$ cat src/rtl/branch_unit.sv
// Execute-stage branch/jump resolution: condition compare, target/link generation,
// misalignment and illegal detection, valid/ready result register and perf counters.
module branch_unit #(
    parameter int unsigned XLEN  = 64,
    parameter int unsigned C_EXT = 0,
    parameter int unsigned CNT_W = 32
) (
    input  logic             clk,
    input  logic             rst_n,
    input  logic             in_valid,
    output logic             in_ready,
    input  logic [1:0]       in_kind,
    input  logic [2:0]       in_funct3,
    input  logic [XLEN-1:0]  in_pc,
    input  logic [XLEN-1:0]  in_rs1,
    input  logic [XLEN-1:0]  in_rs2,
    input  logic [XLEN-1:0]  in_imm,
    input  logic             flush,
    output logic             out_valid,
    input  logic             out_ready,
    output logic             out_taken,
    output logic [XLEN-1:0]  out_target,
    output logic [XLEN-1:0]  out_link,
    output logic             out_misalign,
    output logic             out_illegal,
    output logic             out_redirect,
    input  logic             cnt_clr,
    output logic [CNT_W-1:0] cnt_branch,
    output logic [CNT_W-1:0] cnt_taken
);

    localparam logic [1:0] KindBranch = 2'd0;
    localparam logic [1:0] KindJal    = 2'd1;
    localparam logic [1:0] KindJalr   = 2'd2;

    logic            w_accept;
    logic            w_retire;
    logic [XLEN-1:0] w_link;
    logic [XLEN-1:0] w_raw_target;
    logic [XLEN-1:0] w_target;
    logic            w_cond;
    logic            w_taken;
    logic            w_illegal;
    logic            w_misalign;

    logic             r_out_valid;
    logic             r_taken;
    logic [XLEN-1:0]  r_target;
    logic [XLEN-1:0]  r_link;
    logic             r_misalign;
    logic             r_illegal;
    logic             r_is_branch;
    logic [CNT_W-1:0] r_cnt_branch;
    logic [CNT_W-1:0] r_cnt_taken;

    assign in_ready = !r_out_valid || out_ready;
    assign w_accept = in_valid && in_ready && !flush;
    // A result discarded by flush in the same cycle it handshakes is not counted.
    assign w_retire = r_out_valid && out_ready && !flush;

    always_comb begin
        w_link       = in_pc + XLEN'(4);
        w_raw_target = in_pc + in_imm;
        w_cond       = 1'b0;
        w_illegal    = 1'b0;
        w_taken      = 1'b0;
        w_misalign   = 1'b0;
        w_target     = w_link;
        case (in_kind)
            KindBranch: begin
                case (in_funct3)
                    3'b000:  w_cond = (in_rs1 == in_rs2);
                    3'b001:  w_cond = (in_rs1 != in_rs2);
                    3'b100:  w_cond = ($signed(in_rs1) < $signed(in_rs2));
                    3'b101:  w_cond = !($signed(in_rs1) < $signed(in_rs2));
                    3'b110:  w_cond = (in_rs1 < in_rs2);
                    3'b111:  w_cond = !(in_rs1 < in_rs2);
                    default: w_illegal = 1'b1;
                endcase
                w_taken = w_cond && !w_illegal;
            end
            KindJal: w_taken = 1'b1;
            KindJalr: begin
                w_taken      = 1'b1;
                w_raw_target = (in_rs1 + in_imm) & ~XLEN'(1);
            end
            default: w_illegal = 1'b1;
        endcase
        if (w_taken) begin
            w_target   = w_raw_target;
            w_misalign = (C_EXT != 0) ? w_raw_target[0] : (w_raw_target[1:0] != 2'b00);
        end
    end

    always_ff @(posedge clk or negedge rst_n) begin
        if (!rst_n) begin
            r_out_valid <= 1'b0;
            r_taken     <= 1'b0;
            r_target    <= '0;
            r_link      <= '0;
            r_misalign  <= 1'b0;
            r_illegal   <= 1'b0;
            r_is_branch <= 1'b0;
        end else if (flush) begin
            r_out_valid <= 1'b0;
        end else if (w_accept) begin
            r_out_valid <= 1'b1;
            r_taken     <= w_taken;
            r_target    <= w_target;
            r_link      <= w_link;
            r_misalign  <= w_misalign;
            r_illegal   <= w_illegal;
            r_is_branch <= (in_kind == KindBranch);
        end else if (out_ready) begin
            r_out_valid <= 1'b0;
        end
    end

    always_ff @(posedge clk or negedge rst_n) begin
        if (!rst_n) begin
            r_cnt_branch <= '0;
            r_cnt_taken  <= '0;
        end else if (cnt_clr) begin
            r_cnt_branch <= '0;
            r_cnt_taken  <= '0;
        end else if (w_retire && r_is_branch && !r_illegal) begin
            if (r_cnt_branch != '1) r_cnt_branch <= r_cnt_branch + CNT_W'(1);
            if (r_taken && (r_cnt_taken != '1)) r_cnt_taken <= r_cnt_taken + CNT_W'(1);
        end
    end

    assign out_valid    = r_out_valid;
    assign out_taken    = r_taken;
    assign out_target   = r_target;
    assign out_link     = r_link;
    assign out_misalign = r_misalign;
    assign out_illegal  = r_illegal;
    assign out_redirect = r_taken && !r_misalign && !r_illegal;
    assign cnt_branch   = r_cnt_branch;
    assign cnt_taken    = r_cnt_taken;

endmodule

$ cat config.mk
export PLATFORM = sky130hd
export DESIGN_NAME = branch_unit
export DESIGN_NICKNAME = d
export VERILOG_FILES = /design/src/rtl/branch_unit.sv
export SDC_FILE = /design/constraint.sdc
export NUM_CORES = 1
export LEC_CHECK = 0
export ABC_AREA = 1
export CAP_MARGIN = 30
export CORE_ASPECT_RATIO = 1.2
export CORE_MARGIN = 4
export CORE_UTILIZATION = 30
export CTS_BUF_LIST = sky130_fd_sc_hd__clkbuf_4 sky130_fd_sc_hd__clkbuf_8
export CTS_CLUSTER_DIAMETER = 80
export DETAILED_ROUTE_END_ITERATION = 6
export PLACE_DENSITY = 0.52
export SLEW_MARGIN = 40
export SYNTH_ARGS = -nofsm -noshare
export SYNTH_HDL_FRONTEND = slang
export SYNTH_SLANG_ARGS = --single-unit
$ cat constraint.sdc
create_clock -name clk -period 2.3 [get_ports clk]
set_input_delay 0.46 -clock clk [delete_from_list [all_inputs] [get_ports clk]]
set_output_delay 0.46 -clock clk [all_outputs]
set_load 0.02 [all_outputs]
==> impl_results.md <==
* Instance count of the mapped netlist at 3704
* Worst Hold Depth at 4
* Normalized max-slew margin at 0.6293
* Placer's final routability congestion estimate at 0.9828
* Congestion Overflow GR at 0
* Final std cells w/o fill at between 6000 and 7000
* Via count of the routed design at 30860
* Share of synthesized area occupied by flip-flops and latches at 0.2178
* Post-synthesis register bit count at approximately 200
* Pins over their slew limit at 0
* Number of clock sinks at between 150 and 200
* Final HPWL DP at between 100 and 150 mm
* Overall die width at 258.7 um
* Run status: finished with violations
* Areal power density over the cells at 389.2 nW/um^2
* Antenna violations before repair at 14
* Worst flop-to-flop path startpoint: cnt_taken[10]$_DFFE_PN0P_
* Type of element capturing the critical path: flop
* Number of antenna-violating nets in the routed design at 0
* First-pass GRT wire length at roughly 170 mm
* Clock root cell: clkbuf_8
* Flip-flop cell with the highest count after synthesis: dfrtp_1
* Clock Pin Slew Worst Setup and Hold Paths at 0.11 ns
* Number of enable-type register cells in the synthesized netlist at 0
* Endpoints failing hold at 0
* Post-synth design cell area at 22630 um^2
* Drt via density at 4.908
* Row count at 110
* Final setup margin at -0.2853 ns
* Maximum VDD drop at approximately 0.36 mV
* Via count of the first global-routing pass at 30090
* Final wirelength at between 100 and 150 mm
* Reg2Reg Depth at 17
* Post-Synthesis Net Count at 4168
* Yosys synthesis warning count at 0
* Count of unique library cells instantiated by Yosys at between 50 and 60
* Peak fanout along the critical path at 6
* All-Layer GR Usage at 0.2863
* Number of H-tree levels at 4
* Reg-to-reg setup timing slack at -0.15 ns
* Layout cell share with drive strength beyond 1 at 0.3825
* Final Skew at 0.02817 ns
* CTS Buf Count at 17
* Kind of launch point of the worst setup path: input pin
* Most common library cell in the layout ignoring fill and taps: buf_4
* Worst R2R End: cnt_taken[14]$_DFFE_PN0P_
* Pre-CTS setup slack at -1.595 ns
* Crit path DAT at 3.03 ns
* Violated checks: negative setup slack
* Fraction of registers with async set or reset after synthesis at 1.000
* Starting utilization of the core area at 0.3023
* Worst path required time at ~2.7 ns
* DRC errors left at 0
* Start point of the worst min-delay path: out_ready
* Final min period at 2.585 ns
* Routed WL per cell at approximately 20 um
* Unrepaired setup endpoints after global routing: true
* Hold Crit Class: in -> reg
* Largest net degree at the start of global routing at 61
* Nets@finish at 5722
* Final setup violation count at 72
* Initial DRT Pass Iterations at 7
* Source-to-sink clock delay at the later pin of the worst-skew pair at around 0.5 ns
* Die outline area at 79920 um^2
* Buffer levels on the longest clock path at 2
* Die Y-Extent at 308.9 um
* Fin crit share at 1.124
* Static Leakage at 21.12 nW
* Cell count after placement at approximately 6200
* Number of design-rule violations left by the first detailed-router iteration at roughly 1900
* Buffers added on ports at 464
* Commonest cells after routing, fill and taps aside: buf_4, nand2_1, inv_1, nor2_1, clkdlybuf4s50_1
* Floorplan Core Area at 74870 um^2
* Critical setup path kind: in -> reg
* TritonCTS clock tree: yes
* Slew of the pin with the lowest slew margin at 0.5536 ns
* Highest attainable clock frequency at ~390 MHz
* Num ports at between 400 and 500
* Endpoint of the worst hold path: out_valid$_DFFE_PN0P_
* Average cell area after synthesis at a little over 6 um^2
* Area delta synth->final at 86.79%
* MaxCap Viol Count at 0
-- worst max-delay path, cell delays in order --
cell and delay (ns):
buf_8 0.10, ha_4 0.26, nand2_2 0.04, inv_2 0.07, nand3_4 0.09, nor3_4 0.20
nand3_2 0.11, buf_6 0.15, nor3_4 0.26, nand2_2 0.09, nand2_1 0.07, nand2_1 0.06
nand3_2 0.07, nand2_2 0.07, nand2_4 0.11, nand2_4 0.09, nand2_8 0.08, nand3_4 0.10
clkbuf_16 0.20, buf_12 0.15, nand2_4 0.05, nand2_2 0.04, nand2_1 0.06
-- worst max-delay path by stage --
| stage | startpoint | endpoint | slack, ns | depth (start not counted) |
|---|---|---|---|---|
| after floorplan | in_pc[0] | out_target[38]$_DFFE_PN0P_ | -0.07 | 17 |
| after global placement | in_rs2[63] | out_target[58]$_DFFE_PN0P_ | -1.55 | 23 |
| after detailed placement | in_rs2[63] | out_target[41]$_DFFE_PN0P_ | -1.60 | 23 |
| after CTS | in_rs2[62] | out_target[41]$_DFFE_PN0P_ | -0.51 | 21 |
| after global routing | in_pc[39] | out_target[41]$_DFFE_PN0P_ | -0.40 | 17 |
| final | in_rs1[63] | out_target[41]$_DFFE_PN0P_ | -0.29 | 23 |
-- where the power goes --
group / switching [mW] / internal [mW] / total, mW
clock: 1.48 / 0.921 / 2.40
sequential: 0.373 / 3.91 / 4.29
combinational: 5.23 / 4.54 / 9.77
-- cell usage after synthesis, types with 10 or more instances --
library cell	n	area share
a21o_1	21	0.0070
a21oi_1	279	0.062
a31oi_1	28	0.0077
buf_1	11	0.0018
clkbuf_1	38	0.0063
dfrtp_1	197	0.22
ha_1	195	0.11
inv_1	503	0.083
nand2_1	1102	0.18
nand3_1	204	0.045
nand4_1	93	0.026
nor2_1	371	0.062
nor2_2	10	0.0028
nor3_1	102	0.023
nor4_1	28	0.0077
o211ai_1	10	0.0033
o21a_1	13	0.0043
o21ai_0	224	0.050
o21bai_1	26	0.0086
o31ai_1	17	0.0056
xnor2_1	31	0.012
xor2_1	86	0.033
-- flip-flops by register name, summed over array words and instances (netlist names) --
| name | count |
|---|---|
| out_misalign | 1 |
| out_taken | 1 |
| out_target | 64 |
| cnt_taken | 32 |
| out_link | 64 |
| r_is_branch | 1 |
| out_valid | 1 |
| out_illegal | 1 |
| cnt_branch | 32 |
-- timing repair --
| item | 4_1_cts | 5_1_grt |
|---|---|---|
| setup endpoints to repair | 112 | 120 |
| hold buffers | 1 | 0 |
| endpoints found under the hold margin | 53 | 0 |
| resized for setup | 107 | 1195 |
| cloned | 0 | 8 |
| setup buffers | 0 | 51 |
| pin swaps | 12 | 297 |
-- final cells by class --
class | count | area [um^2]
antenna | 10 | 25.02
clock buffer | 18 | 241.5
clock inverter | 14 | 158.9
fill | 7336 | 32600
inverter | 512 | 1937
multi-input combinational | 2933 | 19660
sequential | 197 | 4930
tap | 1008 | 1261
timing repair buffer | 1597 | 14060
-- stage by stage --
step / power [mW] / TNS [ns] / util / area (um^2) / hold slack (ns)
after floorplan: 7.784 / -2.491 / - / 22730 / 0.1644
after global placement: 12.79 / -147.63 / 0.4885 / 36580 / 0.4586
after detailed placement: 12.80 / -150.43 / 0.4885 / 36580 / 0.4641
after CTS: 15.27 / -32.71 / 0.4979 / 37280 / 0.4899
after global routing: 17.36 / -24.04 / 0.5646 / 42270 / 0.3641
final: 16.45 / -16.05 / 0.5646 / 42270 / 0.3376
-- kinds of logic after synthesis --
logic type / after synthesis / share of synthesized area
compound gates: 646 / 0.1571
xor+xnor: 117 / 0.04528
fa+ha+maj: 197 / 0.1096
buf+inv: 574 / 0.09758
flops: 197 / 0.2178
mux: 2 / 0.0008846
simple gates: 1971 / 0.3717
-- per-layer routing --
| metal | up-vias | share of wire | track usage |
|---|---|---|---|
| met3 | 242 | 0.042 | 0.02104 |
| met5 | - | 0.000096 | 0 |
| met2 | 859 | 0.51 | 0.5269 |
| met1 | 14430 | 0.40 | 0.3463 |
| li1 | 15330 | - | - |
| met4 | 2 | 0.051 | 0.1151 |
Power figures use the tool's default switching activity.
